$ cat src/rtl/jt5205_pkg.sv
// jt5205_pkg: shared constants for the JT5205 ADPCM encoder/decoder pair.
// Holds the MSM5205 step table, index adjust table, limits and encoder FSM states.
`default_nettype none

package jt5205_pkg;

    localparam int IDX_MAX = 48;
    localparam int PCM_MIN = -2048;
    localparam int PCM_MAX = 2047;

    localparam logic [10:0] STEP_TBL [49] = '{
        11'd16,   11'd17,   11'd19,   11'd21,   11'd23,   11'd25,   11'd28,
        11'd31,   11'd34,   11'd37,   11'd41,   11'd45,   11'd50,   11'd55,
        11'd60,   11'd66,   11'd73,   11'd80,   11'd88,   11'd97,   11'd107,
        11'd118,  11'd130,  11'd143,  11'd157,  11'd173,  11'd190,  11'd209,
        11'd230,  11'd253,  11'd279,  11'd307,  11'd337,  11'd371,  11'd408,
        11'd449,  11'd494,  11'd544,  11'd598,  11'd658,  11'd724,  11'd796,
        11'd876,  11'd963,  11'd1060, 11'd1166, 11'd1282, 11'd1411, 11'd1552
    };

    // Indexed by the magnitude bits {b2,b1,b0} of the code.
    localparam logic signed [4:0] ADJ_TBL [8] = '{
        -5'sd1, -5'sd1, -5'sd1, -5'sd1, 5'sd2, 5'sd4, 5'sd6, 5'sd8
    };

    typedef enum logic [2:0] {
        ST_IDLE = 3'd0,
        ST_DIFF = 3'd1,
        ST_B2   = 3'd2,
        ST_B1   = 3'd3,
        ST_B0   = 3'd4,
        ST_UPD  = 3'd5,
        ST_OUT  = 3'd6
    } enc_state_e;

endpackage

`default_nettype wire

$ cat src/rtl/jt5205_enc_if.sv
// jt5205_enc_if: PCM input and ADPCM nibble output handshakes of jt5205_enc.
// recon is present only when JT5205_ENC_RECON_EN is defined.
`default_nettype none

interface jt5205_enc_if;
    logic [11:0] din;
    logic        din_valid;
    logic        din_ready;
    logic [3:0]  nib;
    logic        nib_valid;
    logic        nib_ready;
`ifdef JT5205_ENC_RECON_EN
    logic [11:0] recon;
`endif

    modport master (
        output din, din_valid, nib_ready,
`ifdef JT5205_ENC_RECON_EN
        input  recon,
`endif
        input  din_ready, nib, nib_valid
    );

    modport slave (
        input  din, din_valid, nib_ready,
`ifdef JT5205_ENC_RECON_EN
        output recon,
`endif
        output din_ready, nib, nib_valid
    );
endinterface

`default_nettype wire

$ cat src/rtl/jt5205_enc_steptbl.sv
// jt5205_enc_steptbl: combinational step-size ROM, 6-bit index to 11-bit step.
// Out-of-range indices return the largest step.
`default_nettype none

module jt5205_enc_steptbl
    import jt5205_pkg::*;
(
    input  logic [5:0]  idx_i,
    output logic [10:0] step_o
);

    always_comb begin
        step_o = STEP_TBL[IDX_MAX];
        for (int i = 0; i <= IDX_MAX; i++) begin
            if (idx_i == i[5:0]) begin
                step_o = STEP_TBL[i];
            end
        end
    end

endmodule

`default_nettype wire

$ cat src/rtl/jt5205_enc.sv
// jt5205_enc: OKI 4-bit ADPCM encoder, one code bit per cen step, decoder-exact predictor.
// Define JT5205_ENC_RECON_EN to expose the reconstructed sample on bus.recon.
`default_nettype none

module jt5205_enc
    import jt5205_pkg::*;
(
    input  logic           clk,
    input  logic           rst,
    input  logic           cen,
    jt5205_enc_if.slave    bus
);

    enc_state_e         state_q, state_d;
    logic signed [12:0] d_q, d_d;
    logic [12:0]        a_q, a_d;
    logic [10:0]        step_q, step_d;
    logic               sign_q, sign_d;
    logic               b2_q, b2_d;
    logic               b1_q, b1_d;
    logic               b0_q, b0_d;
    logic signed [11:0] pred_q, pred_d;
    logic [5:0]         idx_q, idx_d;

    logic [10:0]        tbl_step;
    logic [11:0]        delta;
    logic signed [13:0] pred_ext, delta_ext, pred_sum;
    logic signed [4:0]  adj;
    logic signed [7:0]  idx_sum;
    logic signed [11:0] pred_sat;
    logic [5:0]         idx_clamp;

    jt5205_enc_steptbl u_steptbl (
        .idx_i  (idx_q),
        .step_o (tbl_step)
    );

    // Reconstruction delta: the decoder adds step/8 so that a zero code still moves.
    always_comb begin
        delta = {4'b0000, step_q[10:3]}
              + (b2_q ? {1'b0, step_q}        : 12'd0)
              + (b1_q ? {2'b00, step_q[10:1]} : 12'd0)
              + (b0_q ? {3'b000, step_q[10:2]} : 12'd0);
        pred_ext  = {{2{pred_q[11]}}, pred_q};
        delta_ext = {2'b00, delta};
        pred_sum  = sign_q ? (pred_ext - delta_ext) : (pred_ext + delta_ext);
        if (int'(pred_sum) > PCM_MAX) begin
            pred_sat = 12'sd2047;
        end else if (int'(pred_sum) < PCM_MIN) begin
            pred_sat = -12'sd2048;
        end else begin
            pred_sat = pred_sum[11:0];
        end

        adj     = ADJ_TBL[{b2_q, b1_q, b0_q}];
        idx_sum = {2'b00, idx_q} + {{3{adj[4]}}, adj};
        if (int'(idx_sum) < 0) begin
            idx_clamp = 6'd0;
        end else if (int'(idx_sum) > IDX_MAX) begin
            idx_clamp = 6'(IDX_MAX);
        end else begin
            idx_clamp = idx_sum[5:0];
        end
    end

    always_comb begin
        state_d = state_q;
        d_d     = d_q;
        a_d     = a_q;
        step_d  = step_q;
        sign_d  = sign_q;
        b2_d    = b2_q;
        b1_d    = b1_q;
        b0_d    = b0_q;
        pred_d  = pred_q;
        idx_d   = idx_q;

        case (state_q)
            ST_IDLE: begin
                if (cen && bus.din_valid) begin
                    d_d     = $signed({bus.din[11], bus.din}) - $signed({pred_q[11], pred_q});
                    state_d = ST_DIFF;
                end
            end
            ST_DIFF: begin
                if (cen) begin
                    sign_d  = d_q[12];
                    a_d     = d_q[12] ? 13'(-d_q) : 13'(d_q);
                    step_d  = tbl_step;
                    state_d = ST_B2;
                end
            end
            ST_B2: begin
                if (cen) begin
                    b2_d = (a_q >= {2'b00, step_q});
                    if (b2_d) a_d = a_q - {2'b00, step_q};
                    state_d = ST_B1;
                end
            end
            ST_B1: begin
                if (cen) begin
                    b1_d = (a_q >= {3'b000, step_q[10:1]});
                    if (b1_d) a_d = a_q - {3'b000, step_q[10:1]};
                    state_d = ST_B0;
                end
            end
            ST_B0: begin
                if (cen) begin
                    b0_d    = (a_q >= {4'b0000, step_q[10:2]});
                    state_d = ST_UPD;
                end
            end
            ST_UPD: begin
                if (cen) begin
                    pred_d  = pred_sat;
                    idx_d   = idx_clamp;
                    state_d = ST_OUT;
                end
            end
            ST_OUT: begin
                // Output handshake is deliberately independent of cen.
                if (bus.nib_ready) state_d = ST_IDLE;
            end
            default: state_d = ST_IDLE;
        endcase
    end

    always_ff @(posedge clk) begin
        if (rst) begin
            state_q <= ST_IDLE;
            d_q     <= '0;
            a_q     <= '0;
            step_q  <= '0;
            sign_q  <= 1'b0;
            b2_q    <= 1'b0;
            b1_q    <= 1'b0;
            b0_q    <= 1'b0;
            pred_q  <= '0;
            idx_q   <= '0;
        end else begin
            state_q <= state_d;
            d_q     <= d_d;
            a_q     <= a_d;
            step_q  <= step_d;
            sign_q  <= sign_d;
            b2_q    <= b2_d;
            b1_q    <= b1_d;
            b0_q    <= b0_d;
            pred_q  <= pred_d;
            idx_q   <= idx_d;
        end
    end

    assign bus.din_ready = (state_q == ST_IDLE) && !rst;
    assign bus.nib_valid = (state_q == ST_OUT);
    assign bus.nib       = {sign_q, b2_q, b1_q, b0_q};
`ifdef JT5205_ENC_RECON_EN
    assign bus.recon     = pred_q;
`endif

endmodule

`default_nettype wire

$ cat src/flat_wrapper.sv
// flat-port wrapper written by rule: the top's interface ports become plain ports
module jt5205_enc_flat import jt5205_pkg::*;
  (clk, rst, cen, bus_din, bus_din_valid, bus_nib_ready, bus_din_ready, bus_nib, bus_nib_valid);
  jt5205_enc_if bus_i ();
  input  logic clk;
  input  logic rst;
  input  logic cen;
  input wire logic [$bits(bus_i.din)-1:0] bus_din;
  input wire logic [$bits(bus_i.din_valid)-1:0] bus_din_valid;
  input wire logic [$bits(bus_i.nib_ready)-1:0] bus_nib_ready;
  output wire logic [$bits(bus_i.din_ready)-1:0] bus_din_ready;
  output wire logic [$bits(bus_i.nib)-1:0] bus_nib;
  output wire logic [$bits(bus_i.nib_valid)-1:0] bus_nib_valid;
  assign bus_i.din = bus_din;
  assign bus_i.din_valid = bus_din_valid;
  assign bus_i.nib_ready = bus_nib_ready;
  assign bus_din_ready = bus_i.din_ready;
  assign bus_nib = bus_i.nib;
  assign bus_nib_valid = bus_i.nib_valid;
  jt5205_enc u_core (.clk(clk), .rst(rst), .cen(cen), .bus(bus_i));
endmodule
$ cat config.mk
export PLATFORM = sky130hd
export DESIGN_NAME = jt5205_enc_flat
export DESIGN_NICKNAME = d
export VERILOG_FILES = /design/src/rtl/jt5205_pkg.sv /design/src/rtl/jt5205_enc_if.sv /design/src/rtl/jt5205_enc_steptbl.sv /design/src/rtl/jt5205_enc.sv /design/src/flat_wrapper.sv
export SDC_FILE = /design/constraint.sdc
export NUM_CORES = 1
export LEC_CHECK = 0
export ABC_AREA = 1
export CAP_MARGIN = 10
export CORE_MARGIN = 4
export CORE_UTILIZATION = 45
export DETAILED_ROUTE_END_ITERATION = 8
export HOLD_SLACK_MARGIN = 0.05
export PLACE_DENSITY_LB_ADDON = 0.08
export SYNTH_ARGS = -nofsm -noshare
export SYNTH_HDL_FRONTEND = slang
export SYNTH_SLANG_ARGS = --single-unit
export TNS_END_PERCENT = 10
$ cat constraint.sdc
create_clock -name clk -period 13.17 [get_ports clk]
set_clock_uncertainty 0.1 [all_clocks]
set_input_delay 1.9755 -clock clk [delete_from_list [all_inputs] [get_ports clk]]
set_output_delay 1.9755 -clock clk [all_outputs]
set_load 0.01 [all_outputs]
* Yosys cells after proc, flatten, opt, wreduce, memory -nomap -nowiden
Memories as Yosys holds them, arrays and structs flattened.
Index checks and enable logic that the tools add are counted.
** Operators by class
- Div/mod/pow operators :: 0
- Add/sub/neg operators :: 10
- Shifts and indexed selects :: 0
- Multiply operators :: 0
- Multiplexer cells :: 74
- Equality and inequality tests :: 63
- Bitwise operators :: 1
- Reductions and logical operators :: 14
- $lt $le $gt $ge :: 8
** Operators by type and width (count)
- 2-to-1 mux 11 bit :: 50
- equality test 6 bit, second input constant :: 17
- equality test 6 x 5 -> 1 bit, second input constant :: 16
- 2-to-1 mux 13 bit :: 6
- equality test 6 x 4 -> 1 bit, second input constant :: 8
- one-hot mux 13 bit (3 select lines) :: 1
- adder 12 bit :: 2
- equality test 6 x 3 -> 1 bit, second input constant :: 4
- 2-to-1 mux 12 bit :: 2
- 2-to-1 mux 3 bit :: 7
- one-hot mux 3 bit (7 select lines) :: 1
- adder 12 x 13 -> 14 bit :: 1
- greater-than comparator 14 x 12 -> 1 bit, second input constant :: 1
- less-than comparator 14 x 12 -> 1 bit, second input constant :: 1
- 2-to-1 mux 14 bit :: 1
- subtractor 12 x 13 -> 14 bit :: 1
- >= comparator 13 x 10 -> 1 bit :: 1
- >= comparator 13 x 11 -> 1 bit :: 1
- >= comparator 13 x 9 -> 1 bit :: 1
- negation 13 bit :: 1
- subtractor 12 x 12 -> 13 bit :: 1
- subtractor 13 x 10 -> 13 bit :: 1
- subtractor 13 x 11 -> 13 bit :: 1
- adder 8 x 12 -> 12 bit :: 1
- other kinds (24) :: 43
** Word-level totals
- Bits in latches :: 0
- Memory bits (read-only) :: 40
- Logic and storage cells :: 181
- Flip-flop bits (word level) :: 62
- Output and inout bits :: 6
- Bits in writable memories :: 0
- Memories :: 1
- Input bits :: 17
** Memories
- (no name shown) :: words 8, bits a word 5, rd ports 1, clocked after memory_dff 0, wr ports 0, line jt5205_enc.sv:55 : adj = ADJ_TBL[{b2_q, b1_q, b0_q}];

* Depth between registers and ports, before layout
- Word-level depth :: 50
- Gate-level depth with buffers :: 32
- Mapped depth without buffers :: 31

* Hierarchy
From an unflattened synthesis, not the netlist that was laid out.
** Unflattened totals
- Cells, all modules :: 1271
- Area total of the unflattened synthesis :: 7932.6 sq um
** By module, submodules not included
- jt5205_enc :: seq. area each 1241.2 sq um, cells an instance 1088, instances 1, area an instance 7076.8 sq um
- jt5205_enc_steptbl :: seq. area each 0.0 sq um, cells an instance 183, instances 1, area an instance 855.8 sq um

* Worst setup path after synthesis
Ideal clock, no wire load.
- Kind :: register -> register
- Start :: register u_core.b2_q
- End :: register u_core.pred_q[3]
- Path slack :: 7997 ps
- Required time :: 12948 ps
- Setup time :: 122 ps
- Clock period less this slack :: 5173 ps
- Data arrival time :: 4951 ps
- Stages on the path, launching flop included :: 28
- Buffers on the path :: 1
- Cell sequence :: dfxtp_1 > clkbuf_1 > nand2_1 > fa_1 > inv_1 > fa_1 > ha_1 > fa_1 > nor2_1 > inv_1 > nor2_1 > nand3_1 > nor2_1 > nand2_1 > o21ai_0 > xor2_1 > inv_1 > ha_1 > a21oi_1 > o21a_1 > nand3_1 > a21o_1 > a21oi_1 > nand3_2 > nand3_2 > nand2_2 > inv_4 > a21oi_2
** On the way
- Word-level cells in the longest chain between the ends :: 9
- Elaborated cells between the ends (all ways) :: 11
- Those cells by class :: add/sub: 5; order compare: 2; mux: 4
** Ends and longest elaborated chain
- start, declared :: line jt5205_enc.sv:19 : logic b2_q, b2_d;
- start signal, assigned :: line jt5205_enc.sv:135 : b2_q <= 1'b0;
- start signal, assigned :: line jt5205_enc.sv:146 : b2_q <= b2_d;
- 2-to-1 mux 11 bit (*) :: line jt5205_enc.sv:41 : + (b2_q ? {1'b0, step_q} : 12'd0)
- adder 8 x 12 -> 12 bit (*) :: line jt5205_enc.sv:41
- adder 12 bit (*) :: line jt5205_enc.sv:42 : + (b1_q ? {2'b00, step_q[10:1]} : 12'd0)
- adder 12 bit (*) :: line jt5205_enc.sv:43 : + (b0_q ? {3'b000, step_q[10:2]} : 12'd0);
- adder 12 x 13 -> 14 bit / subtractor 12 x 13 -> 14 bit (equally long branches) :: line jt5205_enc.sv:46 : pred_sum = sign_q ? (pred_ext - delta_ext) : (pred_ext + delta_ext);
- 2-to-1 mux 14 bit (*) :: line jt5205_enc.sv:46
- less-than comparator 14 x 12 -> 1 bit :: line jt5205_enc.sv:49 : end else if (int'(pred_sum) < PCM_MIN) begin
- 2-to-1 mux 12 bit :: line jt5205_enc.sv:49
- 2-to-1 mux 12 bit (*) :: line jt5205_enc.sv:47 : if (int'(pred_sum) > PCM_MAX) begin
- end signal, assigned :: line jt5205_enc.sv:149 : pred_q <= pred_d;
- end, declared :: line jt5205_enc.sv:22 : logic signed [11:0] pred_q, pred_d;
Mark *: on every way between the ends. The rest lies on a longest branch, timed or not.
A chain may end at the register's enable or synchronous reset.

* Final worst setup path
- Start :: input rst
- End :: output bus_din_ready
** On the way
- Word-level cells in the longest chain between the ends :: 2
** Ends and longest elaborated chain
- start, declared :: line flat_wrapper.sv:6 : input logic rst;
- logical NOT 1 bit :: line jt5205_enc.sv:154 : assign bus.din_ready = (state_q == ST_IDLE) && !rst;
- logical AND 1 bit :: line jt5205_enc.sv:154
- end, declared :: line flat_wrapper.sv:11 : output wire logic [$bits(bus_i.din_ready)-1:0] bus_din_ready;
No other way between the ends.

==> impl_metrics.tcl <==
set metrics [dict create \
    status "finished clean" \
    min_path_type "register to register" \
    cts.repair.resized 0 \
    fmaxAchievable_mhz 177.1 \
    initial_core_util 0.4654 \
    netlist.area_leader.share 0.1586 \
    drt-pass1-iter-count 7 \
    worstRegToRegCells 25 \
    path_clk_slew_ns 0.05 \
    die_w_um 139.9 \
    port_buffers 22 \
    worst_slew_pin_slew_ns 0.8524 \
    antenna_found_initial 0 \
    yosysUniqueCellTypes 52 \
    dieArea_mm2 0.01957 \
    grt_pass1_wl_mm 36.68 \
    detail-route-antenna-nets 0 \
    ctsHoldBuffers 0 \
    synthTopCellsByCount "nand2_1 (259), inv_1 (202), nor2_1 (131)" \
    diodes 0 \
    hpwl_mm 17.69 \
    htree_levels 3 \
    min-delay-start "u_core.pred_q[0]" \
    synthArstFlopShare 0 \
    power_density_mw_per_mm2 129.3 \
    ir_drop_uv 67.51 \
    vias 7867 \
    post-cts-setup-buffers 0 \
    yosysSeqAreaShare 0.1586 \
    cts-buffers-inserted 9 \
    cp-start-kind "primary input" \
    r2r-start "u_core.b2_q" \
    p_leak_uw 0.004198 \
    cp_slowest_cell "clkdlybuf4s50_1" \
    fill_cells 1850 \
    wl_per_cell_um 14.86 \
    overflow 0 \
    reg2reg_slack_ns 7.58 \
    setup_tns_ns 0 \
    nets 1379 \
    clock_path_buffers 2 \
    critPathMaxFanout 37 \
    vias_per_cell 5.301 \
    synth_edf_count 0 \
    min_to "u_core.pred_q[0]" \
    grt_max_degree 38 \
    syn_area_mm2 0.007828 \
    syn_to_final_growth_pct 8.536 \
    ios 23 \
    synth_area_per_cell_um2 6.247 \
    critPathMaxStageDelay_ns 0.60 \
    ys_ff_latch 62 \
    path_class "primary input to primary output" \
    clkSinkCount 62 \
    cts_root_buf "clkbuf_16" \
    syn-num-nets 1372 \
    clk_latency_ns 0.33 \
    cp_cell_sequence "clkdlybuf4s50_1 > buf_4 > nor3_1 > clkdlybuf4s50_1" \
    synth-xor-area-share 0.03469 \
    drv_cap 0 \
    ys.flop_type "dfxtp_1" \
    syn_inst 1253 \
    cts_tree "yes" \
    final.min_clock_period_ns 5.648 \
    crit_buf_inv 3 \
    place_congestion 0.9440 \
    synth_most_common_cell "nand2_1" \
    coreArea_mm2 0.01682 \
    worstPathRequired_ns 11.09 \
    routed_wirelength_mm 22.06 \
    drt_iter0_drc 656 \
    muxShareOfSynthArea 0.001439 \
    synth_top_family_by_area "simple AND/OR/NAND/NOR gates" \
    timing.final.crit_share 0.4289 \
    min_path_cells 2 \
    placedCellCount 1469 \
    endpoint_kind "primary output" \
    grt_pass1_vias 7353 \
    place_area_mm2 0.008205 \
    synth_area_leaders "dfxtp_1 (16%), ha_1 (13%), nand2_1 (12%)" \
    ys_warn_count 0 \
    cp_top_family "buffers and inverters" \
    hold_violations 0 \
    synth-compound-area-share 0.1985 \
    synthSimpleGateAreaFrac 0.3042 \
    rows 47 \
    drive_gt1_frac 0.05459 \
    track_usage 0.2258 \
    design_area_mm2 0.008496 \
    grt_setup_unrepaired "no" \
    synthAdderAreaFrac 0.1841 \
    crit_arrival_ns 3.57 \
    drc 0 \
    slew_headroom 0.4297 \
    finalNonFillerCells 1484 \
    cp_common_cell "clkdlybuf4s50_1" \
    slew_viol_final 0 \
    worstReg2RegEnd "u_core.pred_q[8]" \
    die-height_um 139.9 \
    yosysTopAreaCell "dfxtp_1" \
    finalSetupViolCount 0 \
]
-- routing by layer --
metal  vias to the layer above  part of all wire  GRT usage
li1                       4145                 -          -
met1                      3514              0.49     0.3161
met2                       185              0.45     0.3662
met3                        23             0.047    0.03988
met4                         0             0.017    0.04844
met5                         -                 0          0
-- final cells by class --
type / count / area (um2) / share of cell area
inverter: 211 / 794.5 / 0.09352
sequential: 62 / 1241 / 0.1461
multi-input combinational: 952 / 5659 / 0.6661
clock inverter: 4 / 47.55 / 0.005596
timing repair buffer: 24 / 235.2 / 0.02769
clock buffer: 11 / 242.7 / 0.02857
tap: 220 / 275.3 / 0.03240
-- metrics by stage --
step / hold slack, ns / worst slack [ns] / util / total power [uW]
CTS: 0.4008 / 7.553 / 0.5051 / 1100
global route: 0.4175 / 6.993 / 0.5051 / 1200
floorplan: 0.3630 / 7.997 / - / 716.8
finish: 0.3986 / 7.522 / 0.5051 / 1099
global placement: 0.3868 / 7.582 / 0.4879 / 855.0
detailed placement: 0.3934 / 7.559 / 0.4879 / 855.2
-- registers in the layout (all words and copies together) (netlist names) --
| signal | count |
|---|---|
| u_core.b0_q | 1 |
| u_core.sign_q | 1 |
| u_core.idx_q | 6 |
| u_core.b1_q | 1 |
| u_core.state_q | 3 |
| u_core.b2_q | 1 |
| u_core.step_q | 11 |
| u_core.pred_q | 12 |
| u_core.a_q | 13 |
| u_core.d_q | 13 |
-- power breakdown --
group	leakage (uW)	switching, uW	internal [uW]
Sequential	0.000504	29.4	207
Clock	0.000141	88.2	150
Combinational	0.00355	394	229
Total	0.00420	512	587
-- how the worst max path moves through the flow --
stage / end / cells past startpoint / start
6_report: bus_din_ready / 4 / rst
5_1_grt: u_core.pred_q[0] / 27 / u_core.b2_q
4_1_cts: u_core.pred_q[8] / 25 / u_core.b2_q
3_5_place_dp: bus_din_ready / 4 / rst
3_3_place_gp: bus_din_ready / 4 / rst
2_1_floorplan: u_core.pred_q[3] / 27 / u_core.b2_q
-- worst min-delay path: stages, from the launching register on --
cell     delay (ns)
dfxtp_1        0.32
nand2_1        0.08
a21oi_2        0.05
-- placed cells by master (no fill, tap or decap), drive strengths merged, types with 4 or more instances in the layout --
master / synthesis / final
nand2: 269 / 269
inv: 209 / 209
nor2: 136 / 136
a21oi: 134 / 134
o21ai: 90 / 90
ha: 80 / 80
nand3: 68 / 68
dfxtp: 62 / 62
nor3: 27 / 27
fa: 22 / 22
clkdlybuf4s50: 0 / 22
xor2: 18 / 18
nand4: 14 / 14
xnor2: 13 / 13
or2: 11 / 11
clkbuf: 21 / 11
nor4: 9 / 9
nand3b: 7 / 7
o211ai: 7 / 7
a211oi: 7 / 7
a21o: 6 / 6
a31oi: 5 / 5
o2111ai: 5 / 5
o221ai: 4 / 4
o22ai: 4 / 4
clkinv: 2 / 4
-- cell families after synthesis --
logic type,count (synthesis)
compound gates,275
xor+xnor,31
mux,1
buf+inv,239
simple gates,543
fa+ha+maj,102
flops,62
(Power assumes the default switching activity.)
